[src/rtl/bit_logic_unit.sv]
// bit_logic_unit: multi-cycle bitwise AND/OR/XOR/NOT, SLICE bits per clock.
// Ports:
//   clock   - rising-edge clock
//   clear_n - asynchronous active-low reset
//   start   - request, sampled while idle
//   op      - 00 AND, 01 OR, 10 XOR, 11 NOT in1
//   in1/in2 - operands, latched on acceptance
//   busy    - operation in progress
//   done    - one-cycle pulse when out is updated
//   out     - {N, Z, C=0, V=0, result}
module bit_logic_unit #(
    parameter int WIDTH = 32,
    parameter int SLICE = 8
) (
    input  logic             clock,
    input  logic             clear_n,
    input  logic             start,
    input  logic [1:0]       op,
    input  logic [WIDTH-1:0] in1,
    input  logic [WIDTH-1:0] in2,
    output logic             busy,
    output logic             done,
    output logic [WIDTH+3:0] out
);
    localparam int N  = WIDTH / SLICE;
    localparam int CW = N > 1 ? $clog2(N) : 1;

    typedef enum logic {IDLE, RUN} state_t;

    state_t           state;
    logic [WIDTH-1:0] a, b, res, full, mask, next_res;
    logic [1:0]       opr;
    logic [CW-1:0]    k;
    logic             last;

    // Whole-word result is formed combinationally; only slice k is committed each cycle.
    always_comb begin
        full     = opr == 2'b00 ? a & b : opr == 2'b01 ? a | b : opr == 2'b10 ? a ^ b : ~a;
        mask     = WIDTH'({SLICE{1'b1}}) << (int'(k) * SLICE);
        next_res = (res & ~mask) | (full & mask);
        last     = k == CW'(N - 1);
    end

    always_ff @(posedge clock or negedge clear_n) begin
        if (!clear_n) begin
            state <= IDLE;
            a     <= '0;
            b     <= '0;
            opr   <= '0;
            k     <= '0;
            res   <= '0;
            busy  <= 1'b0;
            done  <= 1'b0;
            out   <= '0;
        end else begin
            done <= 1'b0;
            if (state == IDLE) begin
                if (start) begin
                    a     <= in1;
                    b     <= in2;
                    opr   <= op;
                    k     <= '0;
                    res   <= '0;
                    busy  <= 1'b1;
                    state <= RUN;
                end
            end else begin
                res <= next_res;
                k   <= last ? '0 : k + 1'b1;
                if (last) begin
                    out   <= {next_res[WIDTH-1], ~|next_res, 2'b00, next_res};
                    busy  <= 1'b0;
                    done  <= 1'b1;
                    state <= IDLE;
                end
            end
        end
    end
endmodule
[config.mk]
export PLATFORM = sky130hd
export DESIGN_NAME = bit_logic_unit
export DESIGN_NICKNAME = d
export VERILOG_FILES = /design/src/rtl/bit_logic_unit.sv
export SDC_FILE = /design/constraint.sdc
export NUM_CORES = 1
export LEC_CHECK = 0
export BUFFER_PORTS_ARGS = -buffer_cell sky130_fd_sc_hd__clkbuf_2
export CORE_ASPECT_RATIO = 0.8
export CORE_UTILIZATION = 50
export CTS_CLUSTER_DIAMETER = 80
export CTS_CLUSTER_SIZE = 12
export DETAILED_ROUTE_END_ITERATION = 10
export HOLD_SLACK_MARGIN = 0.05
export PLACE_DENSITY_LB_ADDON = 0.25
export SYNTH_ARGS = -nofsm -noshare
export SYNTH_HDL_FRONTEND = slang
export SYNTH_SLANG_ARGS = --single-unit
[constraint.sdc]
create_clock -name clock -period 5.2 [get_ports clock]
set_input_delay 0.52 -clock clock [delete_from_list [all_inputs] [get_ports clock]]
set_output_delay 0.52 -clock clock [all_outputs]
set_load 0.1 [all_outputs]
# [After elaboration in Yosys (flattened, before gate mapping)]
# Cells that the tools add are included.
[op_classes] addsub=1 n_eq_ne=4 shifts=1 n_mux=16 bitwise_logic=9 n_reduce_logical=7
[op_table] operator="32-bit 2-to-1 mux" n=5
[op_table] operator="32-bit AND" n=3
[op_table] operator="32-bit inverter" n=2
[op_table] operator="32-bit OR" n=2
[op_table] operator="32-bit OR reduction" n=1
[op_table] operator="8-bit by 5-bit left shift with 32-bit output (first input constant)" n=1
[op_table] operator="32-bit XOR" n=1
[op_table] operator="1-bit 2-to-1 mux" n=8
[op_table] operator="2-bit 2-to-1 mux" n=3
[op_table] operator="2-bit AND reduction" n=3
[op_table] operator="2-bit equality test (second input constant)" n=2
[op_table] operator="2-bit by 1-bit adder with 2-bit output (second input constant)" n=1
[op_table] operator="2-bit by 1-bit equality test with 1-bit output (second input constant)" n=1
[op_table] operator="2-bit zero test" n=1
[op_table] operator="2-bit by 1-bit inequality test with 1-bit output (second input constant)" n=1
[op_table] operator="2-bit nonzero test" n=1
[op_table] operator="1-bit zero test" n=1
[op_table] operator="1-bit inverter" n=1
[word_totals] ff_bits=137 in_bits=69

# [Logic depth before layout (Yosys ltp)]
# Gate-level depths: netlist (run 1).
[logic_depth] ltp_word=8 ltp_mapped=8 ltp_nobuf=8

# [Worst setup path before layout (run 1)]
# OpenSTA, ideal clock, no wires.
[synth_path] path_type="register to register" start="register a[15]" end="register out[34]" setup_ns=0.092 arrival_ns=1.897 required_ns=5.108 slack_ns=3.211 path_stages_with_launch=8 n_path_buf=0 synth_period_minus_slack_ns=1.989 path_cell_list="dfrtp_1 -> inv_1 -> ha_1 -> mux4_1 -> mux2_2 -> nor3b_2 -> nand4b_1 -> o31ai_2"
[synth_via] elab_chain_cells=8
[synth_rtl] element="start: declaration" line_no="31" rtl="logic [WIDTH-1:0] a, b, res, full, mask, next_res;"
[synth_rtl] element="start signal: assignment" line_no="59" rtl="a <= in1;"
[synth_rtl] element="32-bit XOR / 32-bit inverter (equally long branches)" line_no="38" rtl="full = opr == 2'b00 ? a & b : opr == 2'b01 ? a | b : opr == 2'b10 ? a ^ b : ~a;"
[synth_rtl] element="32-bit 2-to-1 mux (2 in a row)" line_no="38"
[synth_rtl] element="32-bit 2-to-1 mux (*)" line_no="38"
[synth_rtl] element="32-bit AND (*)" line_no="40" rtl="next_res = (res & ~mask) | (full & mask);"
[synth_rtl] element="32-bit OR (*)" line_no="40"
[synth_rtl] element="32-bit OR reduction (*)" line_no="71" rtl="out <= {next_res[WIDTH-1], ~|next_res, 2'b00, next_res};"
[synth_rtl] element="1-bit zero test (*)" line_no="71"
[synth_rtl] element="end signal: assignment" line_no="71"
[synth_rtl] element="end: declaration" line_no="23" rtl="output logic [WIDTH+3:0] out"
# Every way passes the cells marked *; elsewhere a longest branch is shown, timed or not.
# A chain may end at the register's enable or synchronous reset.

# [Worst setup path in the final report (run 1)]
[layout_path] start="register opr[1]" end="register out[34]"
[layout_via] elab_chain_cells=8
[layout_rtl] element="start: declaration" line_no="32" rtl="logic [1:0] opr;"
[layout_rtl] element="start signal: assignment" line_no="61" rtl="opr <= op;"
[layout_rtl] element="2-bit equality test" line_no="38"
[layout_rtl] element="32-bit 2-to-1 mux (2 in a row)" line_no="38"
[layout_rtl] element="32-bit 2-to-1 mux (*)" line_no="38"
[layout_rtl] element="32-bit AND (*)" line_no="40"
[layout_rtl] element="32-bit OR (*)" line_no="40"
[layout_rtl] element="32-bit OR reduction (*)" line_no="71"
[layout_rtl] element="1-bit zero test (*)" line_no="71"
# Marks and branches as above.

==> run_summary.xml, run 1 <==
<?xml version="1.0" encoding="UTF-8"?>
<metrics>
  <group name="logic_synthesis">
    <metric name="synth_largest_type_area_fraction" unit="%">45.4</metric>
    <metric name="number_of_storage_elements_in_the_synthesis_netlist" unit="">134</metric>
    <metric name="synthesis.yosys.warnings" unit="">0</metric>
    <metric name="edff_count_synth" unit="">0</metric>
    <metric name="ys_top_cells_by_count" unit="">134 x dfrtp_1, 115 x inv_1, 113 x nand2_1</metric>
    <metric name="synthesis.area_per_instance" unit="um2">9.94</metric>
    <metric name="seq_area_frac_synth" unit="%">45.4</metric>
    <metric name="post_synth_main_area_contributors" unit="">dfrtp_1 45%, ha_1 12%, mux4_2 6.7%</metric>
    <metric name="yosys.cell_count.top_type" unit="">dfrtp_1</metric>
    <metric name="synth.distinct_cells" unit="">45</metric>
    <metric name="synthesis.area" unit="um2">7390</metric>
    <metric name="synthesis.instances" unit="">743</metric>
    <metric name="synth_top_cell_by_area" unit="">dfrtp_1</metric>
    <metric name="synthArstFlopShare" unit="%">100</metric>
    <metric name="ys.flop_type" unit="">dfrtp_1</metric>
  </group>
  <group name="floorplan">
    <metric name="die-area" unit="um2">15300</metric>
    <metric name="initial_utilization" unit="%">51.5</metric>
    <metric name="design.portCount" unit="">107</metric>
    <metric name="die_w" unit="um">138</metric>
    <metric name="core-area" unit="um2">14300</metric>
    <metric name="placementRows" unit="">39</metric>
    <metric name="die-height" unit="um">111</metric>
  </group>
  <group name="timing">
    <metric name="relSlewSlack" unit="%">29.8</metric>
    <metric name="fmaxAchievable" unit="GHz">0.373</metric>
    <metric name="timing_max_transition_violations_final" unit="">0</metric>
    <metric name="timing_hold_violations_final" unit="">0</metric>
    <metric name="grt_setup_unrepaired" unit="">false</metric>
    <metric name="layout_worst_path_cycle_share" unit="%">51.6</metric>
    <metric name="worst_slew_pin_slew" unit="ns">1.05</metric>
    <metric name="setup_viol" unit="">0</metric>
    <metric name="period_needed" unit="ns">2.68</metric>
    <metric name="setup_tns" unit="ns">0</metric>
    <metric name="worst_clock_skew" unit="ns">0.0159</metric>
  </group>
  <group name="clock_tree">
    <metric name="cts-htree-levels" unit="">4</metric>
    <metric name="holdBufCountCts" unit="">1</metric>
    <metric name="tritoncts.num_buffers" unit="">17</metric>
    <metric name="clk_path_buf_depth" unit="">2</metric>
    <metric name="root_buffer" unit="">clkbuf_16</metric>
    <metric name="insertion_delay" unit="ns">0.43</metric>
    <metric name="cts_repair_resize_count" unit="">0</metric>
    <metric name="cts.reportedPaths.clkPinSlew" unit="ns">0.06</metric>
    <metric name="cts_tree" unit="">yes</metric>
    <metric name="cts_sinks" unit="">134</metric>
    <metric name="post_cts_buffers" unit="">0</metric>
  </group>
  <group name="detailed_routing">
    <metric name="post_drt_wl_per_cell" unit="um">15.9</metric>
    <metric name="routed-via-count" unit="">5487</metric>
    <metric name="detail_route.iter0.violations" unit="">400</metric>
    <metric name="post_route_antenna_net_violation_count" unit="">0</metric>
    <metric name="wirelength" unit="um">16400</metric>
    <metric name="drcViolationCount" unit="">0</metric>
    <metric name="vias_per_cell" unit="">5.34</metric>
    <metric name="first_pass_iters" unit="">5</metric>
  </group>
  <group name="worst_setup_path">
    <metric name="timing.critical_path.required" unit="ns">5.54</metric>
    <metric name="crit_reg_reg_startpoint" unit="">opr[1]</metric>
    <metric name="crit_path_max_incr_delay" unit="ns">1.06</metric>
    <metric name="reg2regPathDepth" unit="">5</metric>
    <metric name="r2r_setup_slack" unit="ns">2.52</metric>
    <metric name="worstSetupEndpointType" unit="">flip-flop</metric>
    <metric name="critPathBufInv" unit="">0</metric>
    <metric name="timing.critical_path.slowest_stage_cell" unit="">dfrtp_2</metric>
    <metric name="critical_path.startpoint_type" unit="">flip-flop</metric>
    <metric name="cp_cell_sequence" unit="">mux4_1 -&gt; mux2_2 -&gt; nor3b_2 -&gt; nand4b_1 -&gt; o31ai_2</metric>
    <metric name="worst_r2r_endpoint" unit="">out[34]</metric>
    <metric name="worstPathMaxFanout" unit="">39</metric>
    <metric name="cell_family_with_most_cp_delay" unit="">flip-flops</metric>
    <metric name="arrival" unit="ns">3.02</metric>
    <metric name="timing_worst_setup_path_type" unit="">reg -&gt; reg</metric>
  </group>
  <group name="min_path">
    <metric name="hold_startpoint" unit="">in1[28]</metric>
    <metric name="holdCritPathClass" unit="">in -&gt; reg</metric>
    <metric name="min_delay_worst_endpoint" unit="">a[28]</metric>
    <metric name="timing.hold.worst_path_depth" unit="">3</metric>
  </group>
  <group name="finish">
    <metric name="area_growth" unit="%">16.4</metric>
    <metric name="seqCellArea" unit="um2">3360</metric>
    <metric name="finish.net_count" unit="">969</metric>
    <metric name="num-fill-cells" unit="">1228</metric>
    <metric name="final_layout_size_suffix_gt1_share" unit="%">21.7</metric>
    <metric name="insertedDiodeCount" unit="">0</metric>
    <metric name="finalCoreUtilization" unit="%">59.9</metric>
    <metric name="multi_input_area" unit="um2">3410</metric>
  </group>
  <group name="placed_design">
    <metric name="port_buffers" unit="">104</metric>
    <metric name="hpwlAfterDp" unit="um">11600</metric>
    <metric name="routability_congestion_estimate" unit="">0.790</metric>
  </group>
  <group name="run_status">
    <metric name="outcome" unit="">finished clean</metric>
  </group>
  <group name="grt">
    <metric name="grtUsageTotal" unit="%">23.5</metric>
    <metric name="grt_remaining_overflow" unit="">0</metric>
    <metric name="grt_pass1_vias" unit="">5349</metric>
    <metric name="antenna_found_initial" unit="">0</metric>
    <metric name="grt_pass1_wl" unit="um">27100</metric>
    <metric name="grt_start_max_net_pins" unit="">71</metric>
  </group>
  <group name="job">
    <metric name="maxCapViolations" unit="">0</metric>
  </group>
</metrics>
==> worst max path at each step <==
stage / startpoint / to / depth (start not counted) / slack, ns
floorplan: a[15] / out[34] / 7 / 3.21
global route: opr[1] / out[34] / 5 / 2.31
global placement: opr[1] / out[34] / 5 / 2.55
finish: opr[1] / out[34] / 5 / 2.52
detailed placement: opr[1] / out[34] / 5 / 2.51
CTS: opr[1] / out[34] / 5 / 2.50
==> worst min-delay path, cell delays in order <==
cell      delay (ns)
clkbuf_2        0.07
nand2_1         0.03
o21ai_0         0.06
==> flip-flops by register name (all words and copies together) (netlist names) <==
| signal | cells |
|---|---|
| state | 1 |
| res | 30 |
| b | 32 |
| opr | 2 |
| out | 33 |
| k | 2 |
| done | 1 |
| busy | 1 |
| a | 32 |
==> cell type report <==
cell class / count / area share (%)
well taps: 184 / 2.68
inverters: 115 / 5.02
multi-input cells: 452 / 39.7
flip-flops and latches: 134 / 39.0
clock inverters: 10 / 1.19
clock buffers: 21 / 5.59
repair buffers: 112 / 6.81
==> through the flow <==
stage	hold slack (ns)	area [um2]	setup slack [ns]	cells
floorplan	0.224	7390	3.21	744
global placement	0.346	8010	2.55	996
detailed placement	0.343	8010	2.51	996
CTS	0.290	8600	2.50	1028
global route	0.307	8600	2.31	1028
finish	0.294	8600	2.52	1028
==> cell usage in the layout, fill, tap and decap left out, types with 5 or more instances in the layout <==
| cell | count |
|---|---|
| clkbuf_2 | 103 |
| clkbuf_16 | 17 |
| dfrtp_1 | 132 |
| o21ai_0 | 94 |
| nand2b_1 | 10 |
| a211o_1 | 10 |
| mux4_1 | 5 |
| o21a_1 | 9 |
| mux2_2 | 11 |
| clkinv_2 | 7 |
| ha_1 | 68 |
| a21oi_1 | 11 |
| a21o_1 | 15 |
| mux2i_1 | 7 |
| buf_4 | 8 |
| mux4_2 | 22 |
| nor2_1 | 36 |
| nand2_1 | 113 |
| inv_1 | 115 |
==> routing by layer <==
layer	global-route usage, %	wire length (um)	vias up	share of wire [%]
met4	6.74	205	0	1.3
met2	33.0	7070	168	43
met5	0	0	-	0
li1	-	-	2632	-
met1	35.5	8040	2671	49
met3	6.31	1060	16	6.5
==> logic make-up (layout without fill, tap and decap cells) <==
family	Yosys count	after routing	share of synthesized area [%]
compound gates	158	158	12.8
fa+ha+maj	68	68	11.5
buf+inv	158	258	8.59
flops	134	134	45.4
mux	47	47	11.6
other cells	1	2	0.0508
simple gates	177	177	10.0
Power of run 1 is left out: the tool's default activity adds up to more than one toggle a clock period on the data nets, which glitch-free logic cannot reach.
==> run 2: changes to the inputs <==
==> constraint.sdc (replaced) <==
create_clock -name clock -period 2.2 [get_ports clock]
set_input_delay 0.22 -clock clock [delete_from_list [all_inputs] [get_ports clock]]
set_output_delay 0.22 -clock clock [all_outputs]
set_load 0.1 [all_outputs]
==> run 2 against run 1 <==
Net effect:
- clock skew is 0.0076 ns lower
- global-route usage increased by 1.7 points
- non-clock buffer count grew 74
- flip-flop and latch count unchanged
- critical endpoint unchanged
- largest cell class unchanged
==> run_summary.xml, run 2 (synthesis results as in run 1) <==
<?xml version="1.0" encoding="UTF-8"?>
<metrics>
  <group name="worst_setup_path">
    <metric name="timing_worst_setup_path_type" unit="">reg -&gt; reg</metric>
    <metric name="crit_path_max_incr_delay" unit="ns">0.59</metric>
    <metric name="timing.critical_path.slowest_stage_cell" unit="">dfrtp_4</metric>
    <metric name="timing.critical_path.required" unit="ns">2.53</metric>
    <metric name="cp_cell_sequence" unit="">buf_4 -&gt; mux4_2 -&gt; a31oi_1 -&gt; nor4_1 -&gt; o2111ai_1 -&gt; o31ai_2</metric>
    <metric name="critical_path.startpoint_type" unit="">flip-flop</metric>
    <metric name="worstSetupEndpointType" unit="">flip-flop</metric>
    <metric name="worstPathMaxFanout" unit="">14</metric>
    <metric name="arrival" unit="ns">2.50</metric>
  </group>
  <group name="timing">
    <metric name="hold-worst-slack" unit="ns">0.0591</metric>
    <metric name="timing_hold_violations_final" unit="">0</metric>
    <metric name="layout_worst_path_cycle_share" unit="%">98.6</metric>
    <metric name="period_needed" unit="ns">2.17</metric>
    <metric name="setup_viol" unit="">0</metric>
    <metric name="timing_max_transition_violations_final" unit="">0</metric>
    <metric name="worst_slew_pin_slew" unit="ns">0.640</metric>
    <metric name="relSlewSlack" unit="%">57.3</metric>
    <metric name="worst_clock_skew" unit="ns">0.00831</metric>
    <metric name="fmaxAchievable" unit="GHz">0.461</metric>
    <metric name="grt_setup_unrepaired" unit="">false</metric>
    <metric name="finalWorstSetupSlack" unit="ns">0.0314</metric>
    <metric name="setup_tns" unit="ns">0</metric>
  </group>
  <group name="detailed_routing">
    <metric name="vias_per_cell" unit="">5.31</metric>
    <metric name="post_drt_wl_per_cell" unit="um">16.2</metric>
    <metric name="wirelength" unit="um">17800</metric>
    <metric name="detail_route.iter0.violations" unit="">491</metric>
    <metric name="routed-via-count" unit="">5854</metric>
    <metric name="post_route_antenna_net_violation_count" unit="">0</metric>
    <metric name="drcViolationCount" unit="">0</metric>
    <metric name="first_pass_iters" unit="">5</metric>
  </group>
  <group name="run_status">
    <metric name="outcome" unit="">finished clean</metric>
  </group>
  <group name="floorplan">
    <metric name="die-height" unit="um">111</metric>
    <metric name="initial_utilization" unit="%">51.5</metric>
    <metric name="die_w" unit="um">138</metric>
    <metric name="core-area" unit="um2">14300</metric>
    <metric name="placementRows" unit="">39</metric>
    <metric name="design.portCount" unit="">107</metric>
    <metric name="die-area" unit="um2">15300</metric>
  </group>
  <group name="placed_design">
    <metric name="routability_congestion_estimate" unit="">0.868</metric>
    <metric name="pre_cts_slack" unit="ns">0.0374</metric>
    <metric name="dp.cells" unit="">1008</metric>
    <metric name="port_buffers" unit="">104</metric>
    <metric name="hpwlAfterDp" unit="um">12500</metric>
  </group>
  <group name="clock_tree">
    <metric name="root_buffer" unit="">clkbuf_16</metric>
    <metric name="insertion_delay" unit="ns">0.42</metric>
    <metric name="cts.reportedPaths.clkPinSlew" unit="ns">0.06</metric>
    <metric name="cts-htree-levels" unit="">4</metric>
    <metric name="cts_tree" unit="">yes</metric>
    <metric name="cts_sinks" unit="">134</metric>
    <metric name="tritoncts.num_buffers" unit="">17</metric>
    <metric name="clk_path_buf_depth" unit="">2</metric>
  </group>
  <group name="grt">
    <metric name="antenna_found_initial" unit="">0</metric>
    <metric name="grt_remaining_overflow" unit="">0</metric>
    <metric name="grtUsageTotal" unit="%">25.2</metric>
    <metric name="grt_start_max_net_pins" unit="">50</metric>
    <metric name="grt_pass1_wl" unit="um">29200</metric>
    <metric name="grt_pass1_vias" unit="">5946</metric>
  </group>
  <group name="finish">
    <metric name="layout.cells.non_filler" unit="">1103</metric>
    <metric name="insertedDiodeCount" unit="">0</metric>
    <metric name="num-fill-cells" unit="">1098</metric>
    <metric name="layout.cells.most_common_list" unit="">132 x dfrtp_1, 114 x inv_1, 113 x nand2_1</metric>
    <metric name="seqCellArea" unit="um2">3360</metric>
    <metric name="final_layout_size_suffix_gt1_share" unit="%">21.8</metric>
    <metric name="max_ffs_per_register" unit="">33</metric>
    <metric name="leading_cell_type_in_the_layout_fill_and_taps_excluded" unit="">dfrtp_1</metric>
    <metric name="area_growth" unit="%">27.0</metric>
    <metric name="finish.net_count" unit="">1043</metric>
    <metric name="multi_input_area" unit="um2">3420</metric>
    <metric name="largest-register" unit="">out</metric>
    <metric name="largest_registers" unit="">out (33), a (32), b (32)</metric>
  </group>
  <group name="power">
    <metric name="ir_worst_vdd" unit="mV">1.24</metric>
    <metric name="design_power_total" unit="mW">15.9</metric>
    <metric name="power.leakage" unit="nW">4.68</metric>
    <metric name="power.density" unit="nW/um2">1700</metric>
  </group>
  <group name="job">
    <metric name="maxCapViolations" unit="">0</metric>
  </group>
  <group name="min_path">
    <metric name="holdCritPathClass" unit="">in -&gt; reg</metric>
  </group>
</metrics>
[run 2: cell types whose count changed in the layout (fill, tap and decap cells not counted), moves of 2 or more]
cell,previous run,this run
clkinv_4,0,2
clkbuf_8,4,2
buf_4,8,19
dlygate4sd3_1,1,61
clkinvlp_4,1,4
buf_12,0,3
clkinv_2,7,3
[run 2: path summary, 6_finish.rpt]
path	startpoint	endpoint	slack [ns]	depth (start not counted)
setup reg to reg	opr[1]	out[34]	0.03	6
hold / removal	in2[4]	b[4]	0.06	3
setup / recovery	opr[1]	out[34]	0.03	6
hold reg to reg	out[19]	out[19]	0.48	2
max in group asynchronous	clear_n	a[18]	1.07	3
min in group asynchronous	clear_n	b[8]	0.37	2
[run 2: cell type report]
type | count | area share [%]
timing repair buffer | 186 | 14.2
inverter | 115 | 4.60
clock inverter | 12 | 1.63
tap | 184 | 2.45
multi-input combinational | 452 | 36.5
sequential | 134 | 35.8
clock buffer | 20 | 4.87
[run 2: worst max-delay path: cells and delay by family, from the launching register on]
kind / cells / cell delay [ns]
AO/OA/AOI/OAI: 3 / 0.54
buffers and inverters: 1 / 0.23
flip-flops: 1 / 0.59
multiplexers: 1 / 0.40
AND/OR/NAND/NOR: 1 / 0.33
[run 2: timing repair]
action / 4_1_cts / 5_1_grt
hold buffers: 60 / 1
resized for setup: 0 / 5
endpoints found under the setup margin: 0 / 1
endpoints found under the hold margin: 104 / 1
setup buffers: 0 / 2
[run 2: where the power goes]
group | switching [mW] | internal, mW | leakage, nW
Combinational | 5.67 | 2.94 | 2.72
Clock | 1.07 | 1.84 | 0.288
Sequential | 0.814 | 3.58 | 1.67
Total | 7.55 | 8.36 | 4.68
[run 2: layer usage]
| layer | track usage, % | vias to the layer above | wire length, um |
|---|---|---|---|
| li1 | - | 2789 | - |
| met1 | 37.3 | 2876 | 8660 |
| met2 | 37.2 | 175 | 8020 |
| met3 | 6.17 | 14 | 949 |
| met4 | 6.16 | 0 | 185 |
| met5 | 0 | - | 0 |
[run 2: per-stage QoR]
step | instance area (um2) | util, %
final | 9380 | 65.4
after global routing | 9380 | 65.4
after CTS | 9340 | 65.1
after detailed placement | 8130 | 56.7
after global placement | 8130 | 56.7
after floorplan | 7390 | -
No activity file was read; power rests on OpenSTA's default activity.
==> run 3: changes to the inputs <==
--- a/config.mk
+++ b/config.mk
@@ -8,11 +8,12 @@
 export BUFFER_PORTS_ARGS = -buffer_cell sky130_fd_sc_hd__clkbuf_2
 export CORE_ASPECT_RATIO = 0.8
 export CORE_UTILIZATION = 50
-export CTS_CLUSTER_DIAMETER = 80
 export CTS_CLUSTER_SIZE = 12
 export DETAILED_ROUTE_END_ITERATION = 10
+export GPL_TIMING_DRIVEN = 0
 export HOLD_SLACK_MARGIN = 0.05
 export PLACE_DENSITY_LB_ADDON = 0.25
+export SETUP_SLACK_MARGIN = 0.1
 export SYNTH_ARGS = -nofsm -noshare
 export SYNTH_HDL_FRONTEND = slang
 export SYNTH_SLANG_ARGS = --single-unit
==> run 3 against run 2 <==
Net effect:
- worst setup slack better by 0.045 ns
- sequential share of layout area is 1.0 points lower
- fmax is 2.1% higher
- power rose by 4.5%
- combinational power increased by 7.9%
- critical path type unchanged
- critical endpoint unchanged
- highest routed layer unchanged
==> run_summary.xml, run 3 (synthesis results as in run 1) <==
<?xml version="1.0" encoding="UTF-8"?>
<metrics>
  <group name="finish">
    <metric name="insertedDiodeCount" unit="">0</metric>
    <metric name="final_area" unit="um2">9640</metric>
    <metric name="leading_cell_type_in_the_layout_fill_and_taps_excluded" unit="">dfrtp_1</metric>
    <metric name="area_growth" unit="%">30.5</metric>
    <metric name="largest_registers" unit="">out (33), a (32), b (32)</metric>
    <metric name="layout.cells.most_common_list" unit="">133 x dfrtp_1, 113 x clkbuf_2, 112 x nand2_1</metric>
    <metric name="num-fill-cells" unit="">1126</metric>
    <metric name="final_layout_size_suffix_gt1_share" unit="%">24.1</metric>
    <metric name="finish.net_count" unit="">1080</metric>
    <metric name="largest-register" unit="">out</metric>
    <metric name="max_ffs_per_register" unit="">33</metric>
  </group>
  <group name="placed_design">
    <metric name="placed_instance_area" unit="um2">8180</metric>
    <metric name="port_buffers" unit="">104</metric>
    <metric name="routability_congestion_estimate" unit="">0.822</metric>
    <metric name="hpwlAfterDp" unit="um">12800</metric>
    <metric name="pre_cts_slack" unit="ns">-0.0943</metric>
  </group>
  <group name="clock_tree">
    <metric name="clk_path_buf_depth" unit="">2</metric>
    <metric name="cts.reportedPaths.clkPinSlew" unit="ns">0.06</metric>
    <metric name="insertion_delay" unit="ns">0.42</metric>
    <metric name="cts-htree-levels" unit="">4</metric>
    <metric name="cts_tree" unit="">yes</metric>
    <metric name="tritoncts.num_buffers" unit="">17</metric>
    <metric name="cts_sinks" unit="">134</metric>
    <metric name="root_buffer" unit="">clkbuf_16</metric>
  </group>
  <group name="timing">
    <metric name="timing_hold_violations_final" unit="">0</metric>
    <metric name="fmaxAchievable" unit="GHz">0.471</metric>
    <metric name="grt_setup_unrepaired" unit="">true</metric>
    <metric name="worst_clock_skew" unit="ns">0.00406</metric>
    <metric name="relSlewSlack" unit="%">63.4</metric>
    <metric name="timing_max_transition_violations_final" unit="">0</metric>
    <metric name="finalWorstSetupSlack" unit="ns">0.0763</metric>
    <metric name="period_needed" unit="ns">2.12</metric>
    <metric name="worst_slew_pin_slew" unit="ns">0.549</metric>
    <metric name="layout_worst_path_cycle_share" unit="%">96.5</metric>
    <metric name="setup_viol" unit="">0</metric>
  </group>
  <group name="worst_setup_path">
    <metric name="reg2regPathDepth" unit="">7</metric>
    <metric name="timing_worst_setup_path_type" unit="">reg -&gt; reg</metric>
    <metric name="r2r_setup_slack" unit="ns">0.08</metric>
    <metric name="crit_reg_reg_startpoint" unit="">a[15]</metric>
    <metric name="worstPathMaxFanout" unit="">3</metric>
    <metric name="critPathCapture" unit="">out[34]</metric>
    <metric name="worstSetupEndpointType" unit="">flip-flop</metric>
    <metric name="worst_r2r_endpoint" unit="">out[34]</metric>
    <metric name="arrival" unit="ns">2.46</metric>
    <metric name="startpoint" unit="">a[15]</metric>
    <metric name="critical_path.startpoint_type" unit="">flip-flop</metric>
    <metric name="timing.critical_path.required" unit="ns">2.54</metric>
  </group>
  <group name="grt">
    <metric name="grt_remaining_overflow" unit="">0</metric>
    <metric name="grt_start_max_net_pins" unit="">83</metric>
    <metric name="grt_pass1_wl" unit="um">30800</metric>
    <metric name="grt_pass1_vias" unit="">5961</metric>
    <metric name="antenna_found_initial" unit="">0</metric>
    <metric name="grtUsageTotal" unit="%">27.1</metric>
  </group>
  <group name="floorplan">
    <metric name="design.portCount" unit="">107</metric>
    <metric name="initial_utilization" unit="%">51.5</metric>
    <metric name="die_w" unit="um">138</metric>
    <metric name="die-height" unit="um">111</metric>
    <metric name="core-area" unit="um2">14300</metric>
    <metric name="placementRows" unit="">39</metric>
    <metric name="die-area" unit="um2">15300</metric>
  </group>
  <group name="run_status">
    <metric name="outcome" unit="">finished clean</metric>
  </group>
  <group name="power">
    <metric name="power.density" unit="nW/um2">1720</metric>
    <metric name="power.leakage" unit="nW">4.81</metric>
    <metric name="ir_worst_vdd" unit="mV">1.47</metric>
    <metric name="design_power_total" unit="mW">16.6</metric>
  </group>
  <group name="min_path">
    <metric name="holdCritPathClass" unit="">in -&gt; reg</metric>
  </group>
  <group name="detailed_routing">
    <metric name="detail_route.iter0.violations" unit="">527</metric>
    <metric name="vias_per_cell" unit="">5.36</metric>
    <metric name="post_route_antenna_net_violation_count" unit="">0</metric>
    <metric name="post_drt_wl_per_cell" unit="um">17.3</metric>
    <metric name="first_pass_iters" unit="">5</metric>
    <metric name="routed-via-count" unit="">6101</metric>
    <metric name="drcViolationCount" unit="">0</metric>
    <metric name="wirelength" unit="um">19600</metric>
  </group>
  <group name="job">
    <metric name="maxCapViolations" unit="">0</metric>
  </group>
</metrics>
run 3: layout make-up:
type | count | area, um2 | area share (%)
buffer | 42 | 244 | 2.53
timing repair buffer | 181 | 1290 | 13.4
clock buffer | 21 | 480 | 4.98
tap | 184 | 230 | 2.39
inverter | 115 | 432 | 4.48
multi-input combinational | 452 | 3460 | 35.9
sequential | 134 | 3350 | 34.8
clock inverter | 10 | 150 | 1.56
run 3: layer usage:
metal	track usage (%)	vias up	routed length [um]	share of wire, %
met4	8.99	0	388	2.0
met3	6.95	38	1370	7.0
met5	0	-	0	0
met2	39.2	215	8690	44
met1	39.7	2982	9210	47
li1	-	2866	-	-
run 3: how the worst min path moves through the flow:
stage            start     end  depth (start not counted)
2_1_floorplan  clear_n    a[0]                          0
3_3_place_gp    in1[5]    a[5]                          3
5_1_grt          op[0]  opr[0]                          2
6_report        in1[6]    a[6]                          3
3_5_place_dp   clear_n   b[13]                          1
4_1_cts         in1[6]    a[6]                          3
run 3: repair_timing:
action / 4_1_cts / 5_1_grt
resized for setup: 26 / 24
endpoints found under the setup margin: 18 / 71
buffers inserted: 7 / 4
endpoints found under the hold margin: 116 / 0
hold buffers: 65 / 0
pin swaps: 5 / 7
run 3: critical path: stages (launching register included):
cell,delay (ns)
dfrtp_1,0.39
inv_2,0.09
ha_4,0.19
mux4_2,0.50
mux2_4,0.30
nor3b_2,0.19
nand4b_1,0.13
o31ai_2,0.23
run 3: power breakdown:
part	switching [mW]	internal (mW)
Clock	1.05	2.00
Combinational	6.09	3.20
Sequential	0.712	3.58
run 3: per-stage QoR:
stage	cells	utilization [%]	hold slack [ns]	TNS, ns
global route	1139	67.2	0.0789	0
finish	1139	67.2	0.0785	0
global placement	1032	56.8	0.425	-178.66
CTS	1136	66.7	0.0689	0
floorplan	744	-	-0.0756	0
detailed placement	1033	57.0	0.205	-0.713
